[config.mk]
export PLATFORM = sky130hd
export DESIGN_NAME = rggen_axi4lite_adapter_flat
export DESIGN_NICKNAME = d
export VERILOG_FILES = /design/src/rtl/rggen_rtl_pkg.sv /design/src/rtl/rggen_axi4lite_adapter_if.sv /design/src/rtl/rggen_bus_if.sv /design/src/rtl/rggen_axi4lite_hold_slot.sv /design/src/rtl/rggen_axi4lite_adapter.sv /design/src/flat_wrapper.sv
export SDC_FILE = /design/constraint.sdc
export NUM_CORES = 1
export LEC_CHECK = 0
export ABC_AREA = 1
export CAP_MARGIN = 20
export CELL_PAD_IN_SITES_DETAIL_PLACEMENT = 0
export CELL_PAD_IN_SITES_GLOBAL_PLACEMENT = 2
export CORE_MARGIN = 2
export CORE_UTILIZATION = 25
export DETAILED_ROUTE_END_ITERATION = 7
export PLACE_DENSITY = 0.87
export SYNTH_ARGS = -nofsm -noshare
export SYNTH_HDL_FRONTEND = slang
export SYNTH_HIERARCHICAL = 1
export SYNTH_SLANG_ARGS = --single-unit
export TNS_END_PERCENT = 5
[constraint.sdc]
create_clock -name clk -period 1.9 [get_ports clk]
set_clock_uncertainty 0.05 [all_clocks]
set_input_delay 0.57 -clock clk [delete_from_list [all_inputs] [get_ports clk]]
set_output_delay 0.57 -clock clk [all_outputs]
set_load 0.01 [all_outputs]
[src/rtl/rggen_rtl_pkg.sv]
// Shared types for the rggen register-block host adapters: bus status, access
// direction and the AXI4-Lite adapter state encoding.
package rggen_rtl_pkg;

  // Status values share the AXI RESP encoding so they pass through unchanged.
  typedef enum logic [1:0] {
    RGGEN_OKAY          = 2'b00,
    RGGEN_EXOKAY        = 2'b01,
    RGGEN_SLAVE_ERROR   = 2'b10,
    RGGEN_ADDRESS_ERROR = 2'b11
  } rggen_status;

  typedef enum logic {
    RGGEN_READ  = 1'b0,
    RGGEN_WRITE = 1'b1
  } rggen_direction;

  typedef enum logic [1:0] {
    IDLE,
    ACCESS,
    WRESP,
    RRESP
  } rggen_axi4lite_state;

endpackage

[src/rtl/rggen_axi4lite_adapter_if.sv]
// AXI4-Lite host port of the register block; the adapter sits on the slave side.
interface rggen_axi4lite_adapter_if #(
  parameter int ADDRESS_WIDTH = 16,
  parameter int DATA_WIDTH    = 32
);
  logic                      awvalid;
  logic                      awready;
  logic [ADDRESS_WIDTH-1:0]  awaddr;
  logic [2:0]                awprot;
  logic                      wvalid;
  logic                      wready;
  logic [DATA_WIDTH-1:0]     wdata;
  logic [DATA_WIDTH/8-1:0]   wstrb;
  logic                      bvalid;
  logic                      bready;
  logic [1:0]                bresp;
  logic                      arvalid;
  logic                      arready;
  logic [ADDRESS_WIDTH-1:0]  araddr;
  logic [2:0]                arprot;
  logic                      rvalid;
  logic                      rready;
  logic [DATA_WIDTH-1:0]     rdata;
  logic [1:0]                rresp;

  modport master (
    output awvalid, awaddr, awprot, wvalid, wdata, wstrb, bready,
           arvalid, araddr, arprot, rready,
    input  awready, wready, bvalid, bresp, arready, rvalid, rdata, rresp
  );

  modport slave (
    input  awvalid, awaddr, awprot, wvalid, wdata, wstrb, bready,
           arvalid, araddr, arprot, rready,
    output awready, wready, bvalid, bresp, arready, rvalid, rdata, rresp
  );
endinterface

[src/rtl/rggen_bus_if.sv]
// Internal register bus between the host adapter and the bus splitter.
interface rggen_bus_if
  import rggen_rtl_pkg::*;
#(
  parameter int ADDRESS_WIDTH = 16,
  parameter int DATA_WIDTH    = 32
);
  logic                      request;
  logic [ADDRESS_WIDTH-1:0]  address;
  rggen_direction            direction;
  logic [DATA_WIDTH-1:0]     write_data;
  logic [DATA_WIDTH/8-1:0]   write_strobe;
  logic                      done;
  logic                      write_done;
  logic                      read_done;
  logic [DATA_WIDTH-1:0]     read_data;
  rggen_status               status;

  modport master (
    output request, address, direction, write_data, write_strobe,
    input  done, write_done, read_done, read_data, status
  );

  modport slave (
    input  request, address, direction, write_data, write_strobe,
    output done, write_done, read_done, read_data, status
  );
endinterface

[src/rtl/rggen_axi4lite_hold_slot.sv]
// One-entry valid/ready holding register; the payload stays put until the
// owner releases it, and ready is a flop so it is low throughout reset.
module rggen_axi4lite_hold_slot #(
  parameter int WIDTH = 1
) (
  input  logic             clk,
  input  logic             rst_n,
  input  logic             valid,
  output logic             ready,
  input  logic [WIDTH-1:0] data_in,
  input  logic             release_slot,
  output logic             full,
  output logic [WIDTH-1:0] data
);

  // Release and load are exclusive: release only happens while full, load only while empty.
  always_ff @(posedge clk or negedge rst_n) begin
    if (!rst_n) begin
      full  <= 1'b0;
      ready <= 1'b0;
      data  <= '0;
    end else if (release_slot) begin
      full  <= 1'b0;
      ready <= 1'b1;
    end else if (valid && ready) begin
      full  <= 1'b1;
      ready <= 1'b0;
      data  <= data_in;
    end else begin
      ready <= !full;
    end
  end

endmodule

[src/rtl/rggen_axi4lite_adapter.sv]
// AXI4-Lite to rggen_bus_if bridge: buffers AW/W/AR, serves one access at a time
// with read/write alternation, and returns the B/R response.
module rggen_axi4lite_adapter
  import rggen_rtl_pkg::*;
#(
  parameter int ADDRESS_WIDTH = 16,
  parameter int DATA_WIDTH    = 32
) (
  input logic                     clk,
  input logic                     rst_n,
  rggen_axi4lite_adapter_if.slave axi_if,
  rggen_bus_if.master             bus_if
);

  localparam int STROBE_WIDTH = DATA_WIDTH / 8;

  rggen_axi4lite_state                   state;
  logic                                  read_priority;
  logic                                  aw_full;
  logic                                  w_full;
  logic                                  ar_full;
  logic [ADDRESS_WIDTH-1:0]              aw_addr;
  logic [ADDRESS_WIDTH-1:0]              ar_addr;
  logic [DATA_WIDTH+STROBE_WIDTH-1:0]    w_payload;
  logic                                  write_pending;
  logic                                  read_pending;
  logic                                  write_release;
  logic                                  read_release;
  logic                                  unused_inputs;

  assign write_pending = aw_full && w_full;
  assign read_pending  = ar_full;
  assign write_release = (state == ACCESS) && bus_if.done && (bus_if.direction == RGGEN_WRITE);
  assign read_release  = (state == ACCESS) && bus_if.done && (bus_if.direction == RGGEN_READ);
  assign unused_inputs = ^{axi_if.awprot, axi_if.arprot, bus_if.write_done, bus_if.read_done};

  rggen_axi4lite_hold_slot #(.WIDTH(ADDRESS_WIDTH)) u_aw_slot (
    .clk          (clk),
    .rst_n        (rst_n),
    .valid        (axi_if.awvalid),
    .ready        (axi_if.awready),
    .data_in      (axi_if.awaddr),
    .release_slot (write_release),
    .full         (aw_full),
    .data         (aw_addr)
  );

  rggen_axi4lite_hold_slot #(.WIDTH(DATA_WIDTH + STROBE_WIDTH)) u_w_slot (
    .clk          (clk),
    .rst_n        (rst_n),
    .valid        (axi_if.wvalid),
    .ready        (axi_if.wready),
    .data_in      ({axi_if.wdata, axi_if.wstrb}),
    .release_slot (write_release),
    .full         (w_full),
    .data         (w_payload)
  );

  rggen_axi4lite_hold_slot #(.WIDTH(ADDRESS_WIDTH)) u_ar_slot (
    .clk          (clk),
    .rst_n        (rst_n),
    .valid        (axi_if.arvalid),
    .ready        (axi_if.arready),
    .data_in      (axi_if.araddr),
    .release_slot (read_release),
    .full         (ar_full),
    .data         (ar_addr)
  );

  // Slots are frozen until done, so the request payload is stable for the whole access.
  assign bus_if.address      = (bus_if.direction == RGGEN_WRITE) ? aw_addr : ar_addr;
  assign bus_if.write_data   = w_payload[DATA_WIDTH+STROBE_WIDTH-1:STROBE_WIDTH];
  assign bus_if.write_strobe = w_payload[STROBE_WIDTH-1:0];

  always_ff @(posedge clk or negedge rst_n) begin
    if (!rst_n) begin
      state            <= IDLE;
      read_priority    <= 1'b1;
      bus_if.request   <= 1'b0;
      bus_if.direction <= RGGEN_READ;
      axi_if.bvalid    <= 1'b0;
      axi_if.bresp     <= 2'b00;
      axi_if.rvalid    <= 1'b0;
      axi_if.rdata     <= '0;
      axi_if.rresp     <= 2'b00;
    end else begin
      case (state)
        IDLE: begin
          if (read_pending && (!write_pending || read_priority)) begin
            state            <= ACCESS;
            bus_if.request   <= 1'b1;
            bus_if.direction <= RGGEN_READ;
          end else if (write_pending) begin
            state            <= ACCESS;
            bus_if.request   <= 1'b1;
            bus_if.direction <= RGGEN_WRITE;
          end
          if (read_pending && write_pending) begin
            read_priority <= !read_priority;
          end
        end
        ACCESS: begin
          if (bus_if.done) begin
            bus_if.request <= 1'b0;
            if (bus_if.direction == RGGEN_WRITE) begin
              state         <= WRESP;
              axi_if.bvalid <= 1'b1;
              axi_if.bresp  <= bus_if.status;
            end else begin
              state         <= RRESP;
              axi_if.rvalid <= 1'b1;
              axi_if.rdata  <= bus_if.read_data;
              axi_if.rresp  <= bus_if.status;
            end
          end
        end
        WRESP: begin
          if (axi_if.bready) begin
            state         <= IDLE;
            axi_if.bvalid <= 1'b0;
            axi_if.bresp  <= 2'b00;
          end
        end
        RRESP: begin
          if (axi_if.rready) begin
            state         <= IDLE;
            axi_if.rvalid <= 1'b0;
            axi_if.rdata  <= '0;
            axi_if.rresp  <= 2'b00;
          end
        end
        default: state <= IDLE;
      endcase
    end
  end

endmodule
[src/flat_wrapper.sv]
// flat-port wrapper written by rule: the top's interface ports become plain ports
module rggen_axi4lite_adapter_flat import rggen_rtl_pkg::*;
#(
  parameter int ADDRESS_WIDTH = 16,
  parameter int DATA_WIDTH    = 32
)
  (clk, rst_n, axi_if_awvalid, axi_if_awaddr, axi_if_awprot, axi_if_wvalid, axi_if_wdata, axi_if_wstrb, axi_if_bready, axi_if_arvalid, axi_if_araddr, axi_if_arprot, axi_if_rready, axi_if_awready, axi_if_wready, axi_if_bvalid, axi_if_bresp, axi_if_arready, axi_if_rvalid, axi_if_rdata, axi_if_rresp, bus_if_request, bus_if_address, bus_if_direction, bus_if_write_data, bus_if_write_strobe, bus_if_done, bus_if_write_done, bus_if_read_done, bus_if_read_data, bus_if_status);
  rggen_axi4lite_adapter_if #(.ADDRESS_WIDTH(ADDRESS_WIDTH), .DATA_WIDTH(DATA_WIDTH)) axi_if_i ();
  rggen_bus_if #(.ADDRESS_WIDTH(ADDRESS_WIDTH), .DATA_WIDTH(DATA_WIDTH)) bus_if_i ();
  input logic clk;
  input logic rst_n;
  input wire logic [$bits(axi_if_i.awvalid)-1:0] axi_if_awvalid;
  input wire logic [$bits(axi_if_i.awaddr)-1:0] axi_if_awaddr;
  input wire logic [$bits(axi_if_i.awprot)-1:0] axi_if_awprot;
  input wire logic [$bits(axi_if_i.wvalid)-1:0] axi_if_wvalid;
  input wire logic [$bits(axi_if_i.wdata)-1:0] axi_if_wdata;
  input wire logic [$bits(axi_if_i.wstrb)-1:0] axi_if_wstrb;
  input wire logic [$bits(axi_if_i.bready)-1:0] axi_if_bready;
  input wire logic [$bits(axi_if_i.arvalid)-1:0] axi_if_arvalid;
  input wire logic [$bits(axi_if_i.araddr)-1:0] axi_if_araddr;
  input wire logic [$bits(axi_if_i.arprot)-1:0] axi_if_arprot;
  input wire logic [$bits(axi_if_i.rready)-1:0] axi_if_rready;
  output wire logic [$bits(axi_if_i.awready)-1:0] axi_if_awready;
  output wire logic [$bits(axi_if_i.wready)-1:0] axi_if_wready;
  output wire logic [$bits(axi_if_i.bvalid)-1:0] axi_if_bvalid;
  output wire logic [$bits(axi_if_i.bresp)-1:0] axi_if_bresp;
  output wire logic [$bits(axi_if_i.arready)-1:0] axi_if_arready;
  output wire logic [$bits(axi_if_i.rvalid)-1:0] axi_if_rvalid;
  output wire logic [$bits(axi_if_i.rdata)-1:0] axi_if_rdata;
  output wire logic [$bits(axi_if_i.rresp)-1:0] axi_if_rresp;
  output wire logic [$bits(bus_if_i.request)-1:0] bus_if_request;
  output wire logic [$bits(bus_if_i.address)-1:0] bus_if_address;
  output wire logic [$bits(bus_if_i.direction)-1:0] bus_if_direction;
  output wire logic [$bits(bus_if_i.write_data)-1:0] bus_if_write_data;
  output wire logic [$bits(bus_if_i.write_strobe)-1:0] bus_if_write_strobe;
  input wire logic [$bits(bus_if_i.done)-1:0] bus_if_done;
  input wire logic [$bits(bus_if_i.write_done)-1:0] bus_if_write_done;
  input wire logic [$bits(bus_if_i.read_done)-1:0] bus_if_read_done;
  input wire logic [$bits(bus_if_i.read_data)-1:0] bus_if_read_data;
  input wire logic [$bits(bus_if_i.status)-1:0] bus_if_status;
  assign axi_if_i.awvalid = axi_if_awvalid;
  assign axi_if_i.awaddr = axi_if_awaddr;
  assign axi_if_i.awprot = axi_if_awprot;
  assign axi_if_i.wvalid = axi_if_wvalid;
  assign axi_if_i.wdata = axi_if_wdata;
  assign axi_if_i.wstrb = axi_if_wstrb;
  assign axi_if_i.bready = axi_if_bready;
  assign axi_if_i.arvalid = axi_if_arvalid;
  assign axi_if_i.araddr = axi_if_araddr;
  assign axi_if_i.arprot = axi_if_arprot;
  assign axi_if_i.rready = axi_if_rready;
  assign axi_if_awready = axi_if_i.awready;
  assign axi_if_wready = axi_if_i.wready;
  assign axi_if_bvalid = axi_if_i.bvalid;
  assign axi_if_bresp = axi_if_i.bresp;
  assign axi_if_arready = axi_if_i.arready;
  assign axi_if_rvalid = axi_if_i.rvalid;
  assign axi_if_rdata = axi_if_i.rdata;
  assign axi_if_rresp = axi_if_i.rresp;
  assign bus_if_request = bus_if_i.request;
  assign bus_if_address = bus_if_i.address;
  assign bus_if_direction = bus_if_i.direction;
  assign bus_if_write_data = bus_if_i.write_data;
  assign bus_if_write_strobe = bus_if_i.write_strobe;
  assign bus_if_i.done = bus_if_done;
  assign bus_if_i.write_done = bus_if_write_done;
  assign bus_if_i.read_done = bus_if_read_done;
  assign bus_if_i.read_data = bus_if_read_data;
  assign bus_if_i.status = bus_if_status;
  rggen_axi4lite_adapter #(.ADDRESS_WIDTH(ADDRESS_WIDTH), .DATA_WIDTH(DATA_WIDTH)) u_core (.clk(clk), .rst_n(rst_n), .axi_if(axi_if_i), .bus_if(bus_if_i));
endmodule
==> flow_metrics.py <==
metrics = {
    "run_status": {
        "status": "complete, but fails checks",
        "violations": "negative setup slack",
    },
    "power_and_ir_drop": {
        "ir_worst_vdd_mv": 0.611,
        "cellPowerDensity_mw_per_mm2": 1580,
        "power.leakage_nw": 4.37,
    },
    "flow_run": {
        "max-cap-violations": 0,
    },
    "yosys": {
        "syn_nets": 701,
        "synth_seq_cells": 117,
        "synth_area_sq_mm": 0.00533,
        "postSynthCellCount": 583,
        "yosysMostFrequentCell": "nand2_1",
        "ys.flop_type": "dfrtp_1",
        "synth_warnings": 6,
        "yosysTopAreaCell": "dfrtp_1",
        "yosysTopAreaCellShare_pct": 54.5,
        "syn_avg_cell_area_sq_um": 9.13,
        "synth_area_leaders": "dfrtp_1 (55%), nand2_1 (20%), nand4_1 (8.0%)",
        "synth_common_cells": "nand2_1 (277), dfrtp_1 (116), nand4_1 (68), nand3_2 (29), inv_1 (17)",
        "ys_types": 25,
        "synth-seq-area-share_pct": 55.0,
        "synth_enable_flop_cells": 0,
        "async_reset_ff_share_pct": 100,
    },
    "clock_tree": {
        "cts_root_buffer": "clkbuf_16",
        "clk_pin_slew_worst_paths_ps": 60,
        "htree_levels": 4,
        "cts_buffer_depth": 2,
        "cts_hold_buf": 0,
        "insertion_delay_ps": 410,
        "cts_tree": "yes",
        "cts.sink_count": 117,
        "cts_made_buffers": 17,
    },
    "floorplan": {
        "fp.dieW_microns": 150,
        "coreArea_sq_mm": 0.0210,
        "initial_core_util_pct": 25.4,
        "dieArea_sq_mm": 0.0225,
        "die_y_microns": 150,
        "ios": 213,
        "fp-row-count": 53,
    },
    "timing": {
        "finalCritPeriodShare_pct": 104,
        "rsz0062_at_grt": "true",
        "slew_viol_final": 0,
        "worst_pin_slew_ps": 516,
        "timing.fmax_mhz": 505,
        "relSlewSlack_pct": 65.6,
        "finalSetupViolations": 16,
        "fin_crit_ps": 1980,
        "hold_viol": 0,
        "whs_ps": 12.0,
        "worst_slack_ps": -80.3,
    },
    "route": {
        "first_pass_iters": 4,
        "vias": 4753,
        "wl_mm": 16.3,
        "viasPerCell": 4.35,
        "wl_per_cell_microns": 14.9,
        "ant_nets": 0,
        "drc": 0,
        "drt_iter0_markers": 208,
    },
    "global_route": {
        "grt-ovfl-total": 0,
        "antenna_found_initial": 0,
        "groute.usage.overall_pct": 14.7,
        "grt_pass1_wl_mm": 25.6,
        "grt_max_degree": 41,
        "grt_pass1_vias": 4807,
    },
    "placed_design": {
        "hpwlAfterDp_mm": 11.3,
        "port_buffers": 204,
        "gp_congestion": 0.728,
    },
    "setup_path": {
        "crit_path_end_kind": "primary output",
        "required_ps": 1280,
        "critPathMaxFanout": 8,
        "r2r_slack_ps": 160,
        "cp.arrival_ps": 1360,
        "timing.rr.start": "u_core/bus_if.direction",
        "r2r-end": "u_core/axi_if.rdata[13]",
        "reg2regPathDepth": 9,
        "cp-start-kind": "register",
        "path_class": "register to primary output",
        "crit_start": "u_core/bus_if.direction",
    },
    "layout": {
        "post-route-util_pct": 40.3,
        "syn_to_final_growth_pct": 58.6,
        "antenna_cells": 0,
        "drive_above_1_share_pct": 19.7,
        "nNetsFinal": 924,
    },
    "worst_hold_path": {
        "hold_class": "input port to asynchronous set/reset pin",
    },
}
## worst max path at each step
stage,end,slack (ps),cells after the start
floorplan,bus_if_address[10],140,4
global placement,u_core/u_w_slot/data[12],-190,9
detailed placement,u_core/u_w_slot/data[25],-200,9
CTS,bus_if_address[8],-120,6
global route,bus_if_address[7],-150,6
finish,bus_if_address[7],-80,6
## cells by family (layout without fill, tap and decap cells)
| family | Yosys count | after routing | share of synthesized area (%) |
|---|---|---|---|
| DFF | 117 | 117 | 55.0 |
| AOI/OAI and AO/OA | 8 | 8 | 0.869 |
| buffers and inverters | 61 | 296 | 7.87 |
| xor gates and xnor gates | 1 | 1 | 0.165 |
| and+or+nand+nor | 396 | 396 | 36.1 |
## worst max-delay path, cell delays in order (launching register included)
cell and delay (ps):
dfrtp_1 390, buf_6 140, clkinv_8 50, buf_12 120, nand2_2 60, nand2_1 50
buf_2 130
## per-layer routing
layer / vias to the layer above / part of all wire [%] / track usage, %
met3: 12 / 11 / 6.86
li1: 2355 / - / -
met4: 0 / 0.97 / 3.82
met1: 2212 / 44 / 19.1
met5: - / 0 / 0
met2: 174 / 44 / 22.0
## through the flow
step	cells	area, sq um	TNS, ps	setup WS [ps]	power [mW]
floorplan	583	5330	0	142	7.16
global placement	1057	7730	-11840	-191	10.1
detailed placement	1057	7730	-12510	-199	10.2
CTS	1093	8380	-1740	-118	13.4
global route	1093	8450	-2150	-148	14.4
finish	1093	8450	-970	-80.3	13.3
## layout make-up
type                            count  area [sq um]
Sequential cell                   117          2930
Timing Repair Buffer              242          2370
Tap cell                          275           344
Inverter                           23           104
Multi-Input combinational cell    405          2070
Clock inverter                      8           120
Clock buffer                       23           508
Fill cell                        2185         12500
## repair_timing
item                                    4_1_cts  5_1_grt
setup buffers                                 3        0
pin swaps                                     3        2
endpoints found under the setup margin       95       17
gates resized for setup                     185       17
gates cloned                                  2        0
## sequential cells by signal, indices dropped and copies added, names as in the netlist, 2 cells and up
name	flops
u_core/u_ar_slot/data	16
u_core/axi_if.bresp	2
u_core/axi_if.rresp	2
u_core/axi_if.rdata	32
u_core/u_w_slot/data	36
u_core/u_aw_slot/data	16
u_core/state	2
## report_power, final
part	total (mW)	switching, mW	internal [mW]
clock	3.40	1.14	2.26
combinational	5.64	3.05	2.60
sequential	4.31	0.682	3.62
## layout by cell type, fill, tap and decap left out, drive strengths merged
master	instances
clkbuf	23
clkdlybuf4s50	108
o21ai	2
clkinv	4
dfrtp	116
buf	56
nor2	5
nand3	45
o21bai	1
nand4	68
dfstp	1
bufinv	3
inv	22
xor2	1
a21oi	5
clkinvlp	2
dlygate4sd2	78
nand2	278
Note: power is estimated with default switching activity, not from simulation.
